$ cat config.mk
export PLATFORM = sky130hd
export DESIGN_NAME = mem_stage
export DESIGN_NICKNAME = d
export VERILOG_FILES = /design/src/rtl/cpu_types_pkg.sv /design/src/rtl/mem_stage_llsc_link.sv /design/src/rtl/mem_stage.sv
export SDC_FILE = /design/constraint.sdc
export NUM_CORES = 1
export LEC_CHECK = 0
export CORE_AREA = 2 2 125 127
export DETAILED_ROUTE_END_ITERATION = 10
export DIE_AREA = 0 0 127 129
export MAX_ROUTING_LAYER = met4
export PLACE_DENSITY = 0.78
export SKIP_CTS_REPAIR_TIMING = 1
export SLEW_MARGIN = 20
export SYNTH_ARGS = -nofsm -noshare
export SYNTH_HDL_FRONTEND = slang
export SYNTH_HIERARCHICAL = 1
export SYNTH_SLANG_ARGS = --single-unit
$ cat constraint.sdc
create_clock -name CLK -period 4.5 [get_ports CLK]
set_input_delay 0.9 -clock CLK [delete_from_list [all_inputs] [get_ports CLK]]
set_output_delay 0.9 -clock CLK [all_outputs]
set_load 0.05 [all_outputs]
$ cat src/rtl/cpu_types_pkg.sv
// Shared pipeline types: word/opcode types, memory-op and MEM-stage state
// encodings, and the word-granular address compare used by LL/SC.
package cpu_types_pkg;

    typedef logic [31:0] word_t;
    typedef logic [5:0]  opcode_t;

    localparam opcode_t OP_RTYPE = 6'h00;
    localparam opcode_t OP_LW    = 6'h23;
    localparam opcode_t OP_SW    = 6'h2b;
    localparam opcode_t OP_LL    = 6'h30;
    localparam opcode_t OP_SC    = 6'h38;

    typedef enum logic [1:0] {
        MEM_NONE  = 2'b00,
        MEM_LOAD  = 2'b01,
        MEM_STORE = 2'b10
    } memop_t;

    typedef enum logic [1:0] {
        MS_IDLE = 2'b00,
        MS_REQ  = 2'b01,
        MS_DONE = 2'b10
    } memstate_t;

    // Byte offset is ignored: links and snoops cover a whole word.
    function automatic logic word_eq(input word_t a, input word_t b);
        return a[31:2] == b[31:2];
    endfunction

endpackage

$ cat src/rtl/mem_stage_llsc_link.sv
// LL/SC link register: set on LL completion, cleared by SC, stores to the
// linked word and matching snoops; a snoop always beats a same-cycle set.
module llsc_link
    import cpu_types_pkg::*;
(
    input  logic  CLK,
    input  logic  RST,
    input  logic  set_i,
    input  word_t set_addr_i,
    input  logic  clr_i,
    input  logic  st_i,
    input  word_t st_addr_i,
    input  logic  snoop_valid_i,
    input  word_t snoop_addr_i,
    input  word_t chk_addr_i,
    output logic  sc_match_o,
    output logic  link_valid_o,
    output word_t link_addr_o
);

    logic  valid_q, valid_d;
    word_t addr_q, addr_d;

    // Next link state; the snoop compare uses the post-update address so it
    // also kills a link being established in the same cycle.
    always_comb begin
        valid_d = valid_q;
        addr_d  = addr_q;
        if (set_i) begin
            valid_d = 1'b1;
            addr_d  = set_addr_i;
        end else if (clr_i) begin
            valid_d = 1'b0;
        end else if (st_i && word_eq(st_addr_i, addr_q)) begin
            valid_d = 1'b0;
        end else begin
            valid_d = valid_q;
        end
        if (snoop_valid_i && word_eq(snoop_addr_i, addr_d)) begin
            valid_d = 1'b0;
        end else begin
            addr_d = addr_d;
        end
    end

    // Link registers.
    always_ff @(posedge CLK) begin
        if (RST) begin
            valid_q <= 1'b0;
            addr_q  <= 32'h0000_0000;
        end else begin
            valid_q <= valid_d;
            addr_q  <= addr_d;
        end
    end

    assign sc_match_o   = valid_q && word_eq(addr_q, chk_addr_i);
    assign link_valid_o = valid_q;
    assign link_addr_o  = addr_q;

endmodule

$ cat src/rtl/mem_stage.sv
// MEM pipeline stage: registered dcache request/hit handshake, pipeline stall
// while an access is outstanding, LL/SC handling and MEMWB result muxing.
module mem_stage
    import cpu_types_pkg::*;
(
    input  logic    CLK,
    input  logic    RST,
    input  logic    ex_valid,
    input  opcode_t opcode,
    input  logic [1:0] mem_op,
    input  word_t   addr,
    input  word_t   store_data,
    input  logic    dhit,
    input  word_t   dload,
    input  logic    snoop_valid,
    input  word_t   snoop_addr,
    output logic    dmemREN,
    output logic    dmemWEN,
    output word_t   dmemaddr,
    output word_t   dmemstore,
    output logic    mem_stall,
    output logic    wb_valid,
    output word_t   wb_data
);

    memstate_t state_q, state_d;
    logic      ren_q, ren_d, wen_q, wen_d;
    logic      is_ll_q, is_ll_d, is_sc_q, is_sc_d;
    word_t     maddr_q, maddr_d, mstore_q, mstore_d, rdata_q, rdata_d;
    logic      is_load_s, is_store_s, is_ll_op_s, is_sc_op_s, sc_match_s;
    logic      link_set_s, link_clr_s, st_done_s;
    logic      link_valid_s;
    word_t     link_addr_s;

    assign is_load_s  = (mem_op == MEM_LOAD);
    assign is_store_s = (mem_op == MEM_STORE);
    assign is_ll_op_s = is_load_s && (opcode == OP_LL);
    assign is_sc_op_s = is_store_s && (opcode == OP_SC);

    // FSM next state, request registers, and stall/writeback outputs.
    always_comb begin
        state_d    = state_q;
        ren_d      = ren_q;
        wen_d      = wen_q;
        maddr_d    = maddr_q;
        mstore_d   = mstore_q;
        rdata_d    = rdata_q;
        is_ll_d    = is_ll_q;
        is_sc_d    = is_sc_q;
        mem_stall  = 1'b0;
        wb_valid   = 1'b0;
        wb_data    = addr;
        link_set_s = 1'b0;
        link_clr_s = 1'b0;
        st_done_s  = 1'b0;
        case (state_q)
            MS_IDLE: begin
                if (ex_valid && is_sc_op_s && !sc_match_s) begin
                    wb_valid   = 1'b1;
                    wb_data    = 32'h0000_0000;
                    link_clr_s = 1'b1;
                end else if (ex_valid && (is_load_s || is_store_s)) begin
                    mem_stall = 1'b1;
                    maddr_d   = addr;
                    mstore_d  = store_data;
                    ren_d     = is_load_s;
                    wen_d     = is_store_s;
                    is_ll_d   = is_ll_op_s;
                    is_sc_d   = is_sc_op_s;
                    state_d   = MS_REQ;
                end else begin
                    wb_valid = ex_valid;
                    wb_data  = addr;
                end
            end
            MS_REQ: begin
                mem_stall = 1'b1;
                if (dhit) begin
                    ren_d      = 1'b0;
                    wen_d      = 1'b0;
                    state_d    = MS_DONE;
                    link_set_s = is_ll_q;
                    link_clr_s = is_sc_q;
                    st_done_s  = wen_q && !is_sc_q;
                    if (ren_q) begin
                        rdata_d = dload;
                    end else if (is_sc_q) begin
                        rdata_d = 32'h0000_0001;
                    end else begin
                        rdata_d = rdata_q;
                    end
                end else begin
                    state_d = MS_REQ;
                end
            end
            MS_DONE: begin
                wb_valid = 1'b1;
                wb_data  = rdata_q;
                state_d  = MS_IDLE;
            end
            default: begin
                state_d = MS_IDLE;
                ren_d   = 1'b0;
                wen_d   = 1'b0;
            end
        endcase
    end

    // State and request registers; reset abandons any outstanding request.
    always_ff @(posedge CLK) begin
        if (RST) begin
            state_q  <= MS_IDLE;
            ren_q    <= 1'b0;
            wen_q    <= 1'b0;
            maddr_q  <= 32'h0000_0000;
            mstore_q <= 32'h0000_0000;
            rdata_q  <= 32'h0000_0000;
            is_ll_q  <= 1'b0;
            is_sc_q  <= 1'b0;
        end else begin
            state_q  <= state_d;
            ren_q    <= ren_d;
            wen_q    <= wen_d;
            maddr_q  <= maddr_d;
            mstore_q <= mstore_d;
            rdata_q  <= rdata_d;
            is_ll_q  <= is_ll_d;
            is_sc_q  <= is_sc_d;
        end
    end

    llsc_link u_link (
        .CLK           (CLK),
        .RST           (RST),
        .set_i         (link_set_s),
        .set_addr_i    (maddr_q),
        .clr_i         (link_clr_s),
        .st_i          (st_done_s),
        .st_addr_i     (maddr_q),
        .snoop_valid_i (snoop_valid),
        .snoop_addr_i  (snoop_addr),
        .chk_addr_i    (addr),
        .sc_match_o    (sc_match_s),
        .link_valid_o  (link_valid_s),
        .link_addr_o   (link_addr_s)
    );

    assign dmemREN   = ren_q;
    assign dmemWEN   = wen_q;
    assign dmemaddr  = maddr_q;
    assign dmemstore = mstore_q;

endmodule

Yosys cells after proc, flatten, opt, wreduce, memory -nomap -nowiden:

Index checks and enable logic that the tools add are counted.

* input bits: 141
* register bits after elaboration: 135
* word-level logic and storage cells: 77

* bitwise gates (word level): 2
* reduce and logical (&&, ||, !) cells: 20
* muxes and demuxes: 32
* equality and inequality tests: 12

Operators by type and width (number)
* $mux 32: 4
* $eq 30x30->1: 3
* $pmux 32 s2: 1
* $mux 1: 18
* $eq 6x6->1 const B: 2
* $logic_and 1x1->1: 9
* $mux 2: 3
* $ne 2x2->1 const B: 3
* $pmux 1 s2: 3
* $pmux 1 s3: 2
* $reduce_and 3->1: 2
* $eq 2x1->1 const B: 2
* $eq 2x2->1 const B: 2
* $pmux 2 s2: 1
* $reduce_and 4->1: 1
* $reduce_bool 3->1: 1
* $logic_not 1->1: 2
* $logic_not 2->1: 1
* $not 1->1: 2
* $reduce_and 2->1: 1
* $reduce_bool 2->1: 1
* $reduce_or 2->1: 1
* $logic_or 1x1->1: 1

Depth between registers and ports, before layout:

* depth after elaboration: 8
* mapped depth: 11
* gate-level depth less buffers: 10

Hierarchy:

The synthesis kept the hierarchy.

Modules (own cells, without submodules)
* mem_stage: instances 1, cells each 550, area an instance 4652.0 µm²
* llsc_link: instances 1, cells each 229, area an instance 2165.8 µm²

Worst setup path before layout:

Ideal clock, no wire load.

* kind: input -> output
* start: in addr[7]
* end: out wb_data[10]
* cell stages on the path: 8
* slack: 0.338 ns
* arrival time: 3.262 ns
* cells stage by stage: xnor2_1 nand4_1 or4_1 nor4_1 and4b_1 a31oi_1 clkbuf_1 a21o_1

* longest elaborated chain between the ends: 6

Ends and longest elaborated chain
* start, declared: line mem_stage.sv:11 `input word_t addr,`
* $eq 30x30->1: line cpu_types_pkg.sv:28 `return a[31:2] == b[31:2];`
* $logic_and 1x1->1: line mem_stage_llsc_link.sv:57 `assign sc_match_o = valid_q && word_eq(addr_q, chk_addr_i);`
* named net sc_match_s: line mem_stage.sv:30 `logic is_load_s, is_store_s, is_ll_op_s, is_sc_op_s, sc_match_s;`
* $logic_not 1->1: line mem_stage.sv:58 `if (ex_valid && is_sc_op_s && !sc_match_s) begin`
* $logic_and 1x1->1: line mem_stage.sv:58
* $mux 32: line mem_stage.sv:58
* $pmux 32 s2: line mem_stage.sv:56 `case (state_q)`
* end, declared: line mem_stage.sv:23 `output word_t wb_data`

The timed path passes the listed nets, and every way through them passes these cells.

Worst setup path after layout:

* start: in addr[26]
* end: out wb_data[26]

The elaborated chain is that of the path after synthesis.

==> qor.yml <==
grt:
  grtUsageTotal_pct: 27.3
  grt_max_degree: 70
  antenna_found_initial: 2
  overflow: 0
  grt_pass1_wl_um: 33300
  grt_pass1_vias: 6251
detailed_routing:
  routed_wl_um: 22700
  met1Wirelength_um: 9640
  first_pass_iters: 7
  met2_length_um: 11000
  met3WireLength_um: 1280
  vias: 6414
  drc: 0
  vias_per_cell: 5.26
  ant_nets: 0
  top_layer: "met4"
  drt_iter0_drc: 461
  wire_per_inst_um: 18.6
die:
  die_w_um: 127
  die_h_um: 129
  pin_count: 241
  fp.dieArea_um2: 16400
  core_um2: 15000
  row_count: 45
  initial_utilization_pct: 45.1
critical_path:
  slowest_stage: "clkdlybuf4s50_1"
  cp_max_fo: 8
  worstPathArrival_ps: 3440
  cp.required_ps: 3600
  path_cells: "clkdlybuf4s50_1 > xnor2_1 > nand4_1 > nor4_4 > buf_4 > and4b_1 > a31oi_4 > clkbuf_16 > a21o_1 > buf_12"
  path_delay_family: "buffers and inverters"
  startpoint_type: "input port"
  worst-path-buf-inv: 4
  cpPeakStageDelay_ps: 610
  critPathCaptureType: "output port"
  worstSetupPathType: "in2out"
placed_design:
  placed_area_um2: 9760
  pre_cts_ws_ps: -218
  place_congestion: 0.890
  place_hpwl_um: 16400
  numPortBuffers: 238
cts:
  clockBufferDepth: 2
  cts_tree: "yes"
  cts_buffers: 17
  cts_root_buffer: "clkbuf_16"
  clk_pin_slew_ps: 60
  clock_latency_ps: 420
  cts.sinks: 133
  cts-htree-levels: 4
final_layout:
  seqCellArea_um2: 2660
  final_nets: 1159
  drive_above_1_share_pct: 11.7
  final_util_pct: 70.1
  final_common_cell: "clkdlybuf4s50_1"
  multi_input_comb_area_um2: 3870
  area_growth_pct: 55.4
  mostFrequentLayoutCells: "184 x clkdlybuf4s50_1, 165 x nand2_1, 133 x dfxtp_1"
  n_fill_cell: 1171
  fin_area_um2: 10500
power_and_ir_drop:
  internal-power_mw: 2.37
  sequentialPowerShare_pct: 36.6
  powerDensity_nw_per_um2: 327
  p_sw_mw: 1.06
  clkPwrFrac_pct: 39.0
  p_sw_share_pct: 31.0
  pwr-share-comb_pct: 24.4
  cellLeakagePower_nw: 4.51
  peakVddDrop_mv: 0.274
sta:
  worst_hold_slack_ps: 456
  fin_crit_sh_pct: 96.3
  rsz0062_at_grt: "false"
  layout_min_cycle_time_ps: 4340
  final-setup-viol-count: 0
  max_freq_ghz: 0.231
  fin_setup_tns_ps: 0
  finalWorstSetupSlack_ps: 165
  finalMaxSlewViolations: 0
  fin_skew_ps: 8.41
  worst_pin_slew_ps: 859
  relSlewSlack_pct: 42.7
  finalHoldViolCount: 0
logic_synthesis:
  syn_nets: 916
  avgSynthCellArea_um2: 8.73
  synth-warning-count: 6
  synthCells: 773
  netlist_area_um2: 6750
min_path:
  hold_path_class: "reg2reg"
job:
  max-cap-violations: 0
run_status:
  status: "finished clean"
## layout make-up
| type | count | share of cell area [%] |
|---|---|---|
| Multi-Input combinational cell | 577 | 36.9 |
| Timing Repair Buffer | 278 | 29.7 |
| Sequential cell | 133 | 25.4 |
| Clock buffer | 17 | 4.05 |
| Tap cell | 188 | 2.24 |
| Clock inverter | 15 | 1.38 |
| Inverter | 9 | 0.334 |
| Antenna cell | 2 | 0.0477 |
## flip-flops by register name, indices dropped and copies added, names as in the netlist
signal / cells
dmemREN: 1
dmemWEN: 1
dmemaddr: 32
dmemstore: 32
is_ll_q: 1
is_sc_q: 1
rdata_q: 32
state_q: 2
u_link/link_addr_o: 30
u_link/link_valid_o: 1
## final timing paths
check                                 start                          endpoint  slack [ps]  cells after the start
hold / removal    dmemstore[0]$_SDFFE_PP0P_         dmemstore[0]$_SDFFE_PP0P_         460                      2
hold reg to reg   dmemstore[0]$_SDFFE_PP0P_         dmemstore[0]$_SDFFE_PP0P_         460                      2
setup reg to reg    state_q[0]$_SDFFE_PP0P_  u_link/link_valid_o$_SDFFE_PP0P_        1410                      8
setup / recovery                   addr[26]                       wb_data[26]         160                     10
## power groups by stage
stage | Sequential [mW] | Combinational (mW) | Clock, mW
6_report | 1.25 | 0.837 | 1.34
5_1_grt | 1.26 | 0.872 | 1.41
4_1_cts | 1.25 | 0.832 | 1.36
3_5_place_dp | 1.28 | 0.829 | 0
3_3_place_gp | 1.28 | 0.823 | 0
2_1_floorplan | 1.40 | 0.300 | 0
## stage by stage
| step | power (mW) | std cells |
|---|---|---|
| 2_1_floorplan | 1.70 | 773 |
| 3_3_place_gp | 2.10 | 1182 |
| 3_5_place_dp | 2.11 | 1182 |
| 4_1_cts | 3.45 | 1214 |
| 5_1_grt | 3.54 | 1219 |
| 6_report | 3.43 | 1219 |
## layer usage
metal | vias up | track usage, %
met1 | 3020 | 34.4
li1 | 3140 | -
met5 | - | -
met2 | 213 | 43.0
met3 | 41 | 4.82
met4 | 0 | 12.5
## worst min-delay path: cells and delay by family (launching register included)
kind	cells	cell delay [ps]
DFF	1	300
muxes	1	50
and+or+nand+nor	1	50
(Power assumes the default switching activity.)
